[config.mk]
export PLATFORM = sky130hd
export DESIGN_NAME = seven_seg_scan
export DESIGN_NICKNAME = d
export VERILOG_FILES = /design/src/rtl/seven_seg_scan.sv
export SDC_FILE = /design/constraint.sdc
export NUM_CORES = 1
export LEC_CHECK = 0
export CORE_ASPECT_RATIO = 0.6
export CORE_UTILIZATION = 40
export DETAILED_ROUTE_END_ITERATION = 8
export SLEW_MARGIN = 5
export SYNTH_ARGS = -nofsm -noshare
export SYNTH_HDL_FRONTEND = slang
export SYNTH_SLANG_ARGS = --single-unit
[constraint.sdc]
create_clock -name clk -period 2.85 [get_ports clk]
set_input_delay 0.285 -clock clk [delete_from_list [all_inputs] [get_ports clk]]
set_output_delay 0.285 -clock clk [all_outputs]
set_load 0.02 [all_outputs]
[src/rtl/seven_seg_scan.sv]
// seven_seg_scan: scan driver for a 4-digit common-anode multiplexed seven-segment display.
// The displayed word is reloaded into a shadow register only at frame boundaries, so frames never tear.
module seven_seg_scan #(
    parameter int REFRESH_DIV = 50000,
    parameter int GUARD       = 16
) (
    input  logic        clk,
    input  logic        rst,
    input  logic        clk_enable,
    input  logic [15:0] value_in,
    input  logic        blank_lz,
    output logic [3:0]  anodes,
    output logic [6:0]  segments,
    output logic        frame_tick
);

    localparam int CNT_W = $clog2(REFRESH_DIV);
    localparam logic [CNT_W-1:0] CNT_LAST = CNT_W'(REFRESH_DIV - 1);

    logic [CNT_W-1:0] div_cnt;
    logic [1:0]       digit;
    logic [15:0]      shadow;

    logic             in_guard;
    logic             lz_from1;
    logic             lz_from2;
    logic             lz_from3;
    logic             digit_blank;
    logic [3:0]       nibble;
    logic [3:0]       anodes_nxt;
    logic [6:0]       segments_nxt;

    // Active-low hex glyphs, bit order {g,f,e,d,c,b,a}.
    function automatic logic [6:0] hex7(input logic [3:0] n);
        logic [6:0] s;
        case (n)
            4'h0:    s = 7'b1000000;
            4'h1:    s = 7'b1111001;
            4'h2:    s = 7'b0100100;
            4'h3:    s = 7'b0110000;
            4'h4:    s = 7'b0011001;
            4'h5:    s = 7'b0010010;
            4'h6:    s = 7'b0000010;
            4'h7:    s = 7'b1111000;
            4'h8:    s = 7'b0000000;
            4'h9:    s = 7'b0010000;
            4'hA:    s = 7'b0001000;
            4'hB:    s = 7'b0000011;
            4'hC:    s = 7'b1000110;
            4'hD:    s = 7'b0100001;
            4'hE:    s = 7'b0000110;
            default: s = 7'b0001110;
        endcase
        return s;
    endfunction

    // With no guard interval the anode switches straight from one digit to the next.
    generate
        if (GUARD == 0) begin : g_no_guard
            assign in_guard = 1'b0;
        end else begin : g_guard
            localparam logic [CNT_W-1:0] GUARD_END = CNT_W'(GUARD);
            assign in_guard = (div_cnt < GUARD_END);
        end
    endgenerate

    always_comb begin
        lz_from3    = (shadow[15:12] == 4'h0);
        lz_from2    = lz_from3 && (shadow[11:8] == 4'h0);
        lz_from1    = lz_from2 && (shadow[7:4] == 4'h0);
        digit_blank = 1'b0;
        case (digit)
            2'd1:    digit_blank = blank_lz && lz_from1;
            2'd2:    digit_blank = blank_lz && lz_from2;
            2'd3:    digit_blank = blank_lz && lz_from3;
            default: digit_blank = 1'b0;
        endcase
        nibble = shadow[{digit, 2'b00} +: 4];
        if (in_guard || digit_blank) begin
            anodes_nxt   = 4'b1111;
            segments_nxt = 7'b1111111;
        end else begin
            anodes_nxt   = ~(4'b0001 << digit);
            segments_nxt = hex7(nibble);
        end
    end

    // Scan state advances on enabled cycles; the output stage updates every clk.
    always_ff @(posedge clk) begin
        if (rst) begin
            div_cnt    <= '0;
            digit      <= 2'd0;
            shadow     <= 16'h0000;
            anodes     <= 4'b1111;
            segments   <= 7'b1111111;
            frame_tick <= 1'b0;
        end else begin
            frame_tick <= 1'b0;
            if (clk_enable) begin
                if (div_cnt == CNT_LAST) begin
                    div_cnt <= '0;
                    digit   <= digit + 2'd1;
                    if (digit == 2'd3) begin
                        shadow     <= value_in;
                        frame_tick <= 1'b1;
                    end
                end else begin
                    div_cnt <= div_cnt + 1'b1;
                end
            end
            anodes   <= anodes_nxt;
            segments <= segments_nxt;
        end
    end

endmodule

# Word-level counts from Yosys, hierarchy flattened
# Memories as Yosys holds them, arrays and structs flattened. A register that Yosys moved wholly into a read port is not among the register bits.
# Index checks and enable logic that the tools add are counted.
dict set report totals {
  regBits 39
  mem_bits_ro 112
  in_bits 20
  out_inout_bits 12
  word_cells 34
  mem_count 1
}
dict set report op_classes {
  add_sub_neg 2
  magnitude_cmp 1
  eq_ne 4
  shift 2
  mux 3
  n_bitwise 3
  reduce_logical 13
}
# name words width rd rd_clocked_by_memory_dff write_ports line_no
set memory_table {}
lappend memory_table {{(name not given)} 16 7 1 1 0 36} ;# case (n)
# cell n
set ops {}
lappend ops {{16-bit by 1-bit adder with 16-bit output, second input constant} 1}
lappend ops {{16-bit == test, second input constant} 1}
lappend ops {{16-bit by 5-bit less-than comparator with 1-bit output, second input constant} 1}
lappend ops {{16-bit 2-to-1 mux} 1}
lappend ops {{16-bit by 5-bit indexed part select with 4-bit output} 1}
lappend ops {{4-bit logical NOT} 3}
lappend ops {{1-bit logical AND} 5}
lappend ops {{2-bit == test, second input constant} 2}
lappend ops {{4-bit inverter} 1}
lappend ops {{1-bit by 2-bit << shifter with 4-bit output, first input constant} 1}
lappend ops {{1-bit case mux with 3 select lines} 1}
lappend ops {{3-bit AND reduction} 1}
lappend ops {{3-bit OR reduction} 1}
lappend ops {{2-bit by 1-bit adder with 2-bit output, second input constant} 1}
lappend ops {{2-bit by 1-bit == test with 1-bit output, second input constant} 1}
lappend ops {{1-bit inverter} 2}
lappend ops {{2-bit AND reduction} 1}
lappend ops {{2-bit OR reduction} 1}
lappend ops {{1-bit logical OR} 1}
lappend ops {{1-bit 2-to-1 mux} 1}

# Logic depth before layout (Yosys ltp)
dict set report depth {
  depth_word 7
  depth_mapped 8
  mapped_depth_nobuf 7
}

# Worst setup path after synthesis
# Ideal clock, no wire load.
dict set report synth_path {
  kind {register -> register}
  start {reg digit[0]}
  end {reg segments[1]}
  setup_time_ps 130
  arrival_ps 1651
  required_time_ps 2720
  setup_slack_ps 1069
  path_stages_with_launch 8
  n_path_buf 1
  period_less_slack_ps 1781
  path_cell_list {dfxtp_1 buf_6 mux4_2 inv_1 ha_1 a21oi_1 a21o_1 nand2_1}
}
dict set report synth_between {
  elab_chain_len 4
  elab_cells_between_ends 7
  classes_between {eq/ne: 3; shift: 1; mux: 1; reduce/logical: 2}
}
# item line_no
set synth_rtl {}
lappend synth_rtl {{from (decl)} 21} ;# logic [1:0] digit;
lappend synth_rtl {{from (signal assigned)} 102} ;# digit <= digit + 2'd1;
lappend synth_rtl {{2-bit == test or 2-bit by 1-bit == test with 1-bit output (tied branches)} 72} ;# case (digit)
lappend synth_rtl {{1-bit case mux with 3 select lines} 72}
lappend synth_rtl {{1-bit logical OR} 79} ;# if (in_guard || digit_blank) begin
lappend synth_rtl {{2-bit OR reduction (no source line)} n/a}
lappend synth_rtl {{to (decl)} 13} ;# output logic [6:0] segments,
# Parallel ways exist; a longest one is shown, timed or not.
# A chain may end at the register's enable or synchronous reset.

# Worst setup path after layout
dict set report layout_path {
  start {reg digit[0]}
  end {reg shadow[11]}
}
dict set report layout_between {
  elab_chain_len 2
}
# item line_no
set layout_rtl {}
lappend layout_rtl {{2-bit == test} 103} ;# if (digit == 2'd3) begin
lappend layout_rtl {{3-bit AND reduction (no source line)} n/a}
lappend layout_rtl {{to (signal assigned)} 104} ;# shadow <= value_in;
lappend layout_rtl {{to (decl)} 22} ;# logic [15:0] shadow;
# Every way passes these cells.

==> reports/summary.txt <==
Status = complete, no violations
Most common cell in the netlist = dfxtp_1
Yosys reg bits = 46
Power per cell area = 416 nW/um^2
Ys async rst share = 0%
Clock skew = 0.00833 ns
Setup crit end kind = flop
Synth Warn # = 0
Fin crit period = 2.11 ns
GR Util met2 = 22.8%
Setup crit start kind = flop
Vias in the first global route = 1675
CTS Root Cell = clkbuf_8
CP max-delay cell = dfxtp_1
Clock buffer depth = 2
Largest net degree at the start of global routing = 22
Antenna violations before repair = 0
Leak = 0.957 nW
Syn_nets = 285
Hpwl dp = 3.83 mm
Hold-fix buffers, CTS = 0
Layout cells sized above 1 = 9.64%
Part of the Yosys area used for sequential elements = 38.5%
Worst-path clk slew = 0.08 ns
Max rail drop VDD = 0.193 mV
Achievable Freq = 0.474 GHz
Placed Cells = 352
I/O pins = 32
Routed vias = 1933
Rel. slew slack = 52.7%
GRT Residual Overflow = 0
Setup TNS Final = 0 ns
Syn Inst Count = 254
FP Rows = 21
CTS resizes = 0
Total GRT Usage = 18.0%
Top-area cell type share of the netlist area = 38.5%
Core Area = 5680 sq um
Clock Latency Late Sink = 0.30 ns
Delay-heaviest family, CP = flip-flops
Die footprint = 6300 sq um
Synth area leaders = dfxtp_1 (39%), nand4_1 (6.5%), ha_1 (5.8%)
Yosys top cell by area = dfxtp_1
Max Slew Vio Count = 0
Initial drt markers = 179
Top_reg_cell synth = dfxtp_1
Antenna cells = 0
GP Congestion = 0.820
Synth cell count leaders = dfxtp_1 (46), nand4_1 (25), a21oi_1 (24), o31ai_1 (18), nor2_1 (17)
Slowest stage delay, CP = 0.57 ns
Library cells used by synthesis = 45
Vias/cell = 5.37
Clock buffer count from CTS = 5
CP Class = flop to flop
Mean Syn Cell Area = 9.41 sq um
Mapped cell area = 2390 sq um
Max_cap viols = 0
Die Height = 61.9 um
# DRC = 0
Setup violations, final = 0
Met3 Use GR = 4.59%
CP cell instances = ha_1 -> clkinv_1 -> o31ai_1 -> a21oi_1
Top Usage Layer GRT = met1
Die Span X = 102 um
Period utilisation layout = 74.0%
Total wire length = 5.30 mm
Post-CTS setup buffers = 0
Fin cells = 360
Crit path max fanout = 17
Final nets = 310
EDFF count, synth = 0
Wirelength per Cell = 14.7 um
DR pass1 iterations = 4
Worst Tran Pin Value = 0.710 ns
Routing usage on met1 = 28.9%
Clock tree sinks = 46
Critical path required time = 3.03 ns
CTS H-Tree Depth = 2
Worst Hold Class = flop to flop
CP arrival = 2.29 ns
First-pass GRT wire length = 8.57 mm
Hold Violations, Final = 0
Area grow syn2layout = 18.1%
CTS tree = built
Port Buffers = 31
Initial core utilization = 42.1%
Bufs and invs on worst path = 1
RSZ-0062 raised after global routing = false
ANT nets after route = 0
## worst register-to-register path, delay by kind of cell, from the launching register on
kind	cells	cell delay [ns]
compound gates	2	0.49
fa+ha+maj	1	0.47
buf+inv	1	0.47
flops	1	0.57
## stage by stage
| step | hold slack [ns] | total power, mW | util [%] | worst slack (ns) | cell area [sq um] |
|---|---|---|---|---|---|
| floorplan | 0.439 | 0.679 | - | 1.07 | 2390 |
| global placement | 0.461 | 0.711 | 47.8 | 0.665 | 2710 |
| detailed placement | 0.466 | 0.711 | 47.8 | 0.666 | 2710 |
| CTS | 0.486 | 1.19 | 49.7 | 0.738 | 2820 |
| global route | 0.506 | 1.22 | 49.7 | 0.487 | 2820 |
| finish | 0.487 | 1.17 | 49.7 | 0.742 | 2820 |
## per-layer routing
metal  routed length (um)  vias to the layer above
li1                     -                      994
met1                 2990                      880
met5                    0                        -
met4                   29                        0
met3                  370                        4
met2                 1900                       55
## logic make-up (layout without fill, tap and decap cells)
family	after synthesis	in the layout	share of synthesized area, %
compound gates	57	57	15.8
xor+xnor	16	16	5.86
fa+ha+maj	11	11	5.76
buf+inv	27	53	6.80
flops	46	46	38.5
mux	8	8	5.97
simple gates	89	89	21.4
## registers in the layout, indices dropped and copies added (netlist names)
signal      count
anodes          4
div_cnt        16
shadow         16
digit           2
segments        7
frame_tick      1
## worst paths after layout
| path | cells after the start | startpoint | slack, ns | to |
|---|---|---|---|---|
| worst max-delay path | 4 | digit[0]$_SDFFE_PP0P_ | 0.74 | shadow[11]$_SDFFE_PP0P_ |
| worst min-delay path | 2 | div_cnt[15]$_SDFFE_PP0P_ | 0.49 | div_cnt[15]$_SDFFE_PP0P_ |
| worst max register to register | 4 | digit[0]$_SDFFE_PP0P_ | 0.74 | shadow[11]$_SDFFE_PP0P_ |
| worst min register to register | 2 | div_cnt[15]$_SDFFE_PP0P_ | 0.49 | div_cnt[15]$_SDFFE_PP0P_ |
## area by class of cell
| type | instances | area, sq um |
|---|---|---|
| Timing Repair Buffer | 37 | 355 |
| Fill cell | 551 | 2850 |
| Clock inverter | 3 | 40.0 |
| Clock buffer | 5 | 68.8 |
| Sequential cell | 46 | 921 |
| Tap cell | 80 | 100 |
| Inverter | 8 | 30.0 |
| Multi-Input combinational cell | 181 | 1310 |
## where the power goes
group,leakage [nW],total [mW],internal (mW),switching [mW]
Clock,0.0579,0.479,0.258,0.221
Sequential,0.371,0.649,0.645,0.00413
Combinational,0.528,0.0462,0.0297,0.0166
Total,0.957,1.17,0.933,0.242
## placed cells by master (no fill, tap or decap), types with 6 or more instances in the layout
| master | n |
|---|---|
| a21oi_1 | 24 |
| buf_4 | 6 |
| clkdlybuf4s50_1 | 31 |
| dfxtp_1 | 46 |
| ha_1 | 11 |
| inv_1 | 7 |
| nand2_1 | 11 |
| nand3_1 | 8 |
| nand4_1 | 25 |
| nor2_1 | 17 |
| o31ai_1 | 18 |
| xor2_1 | 12 |
(Power assumes the default switching activity.)
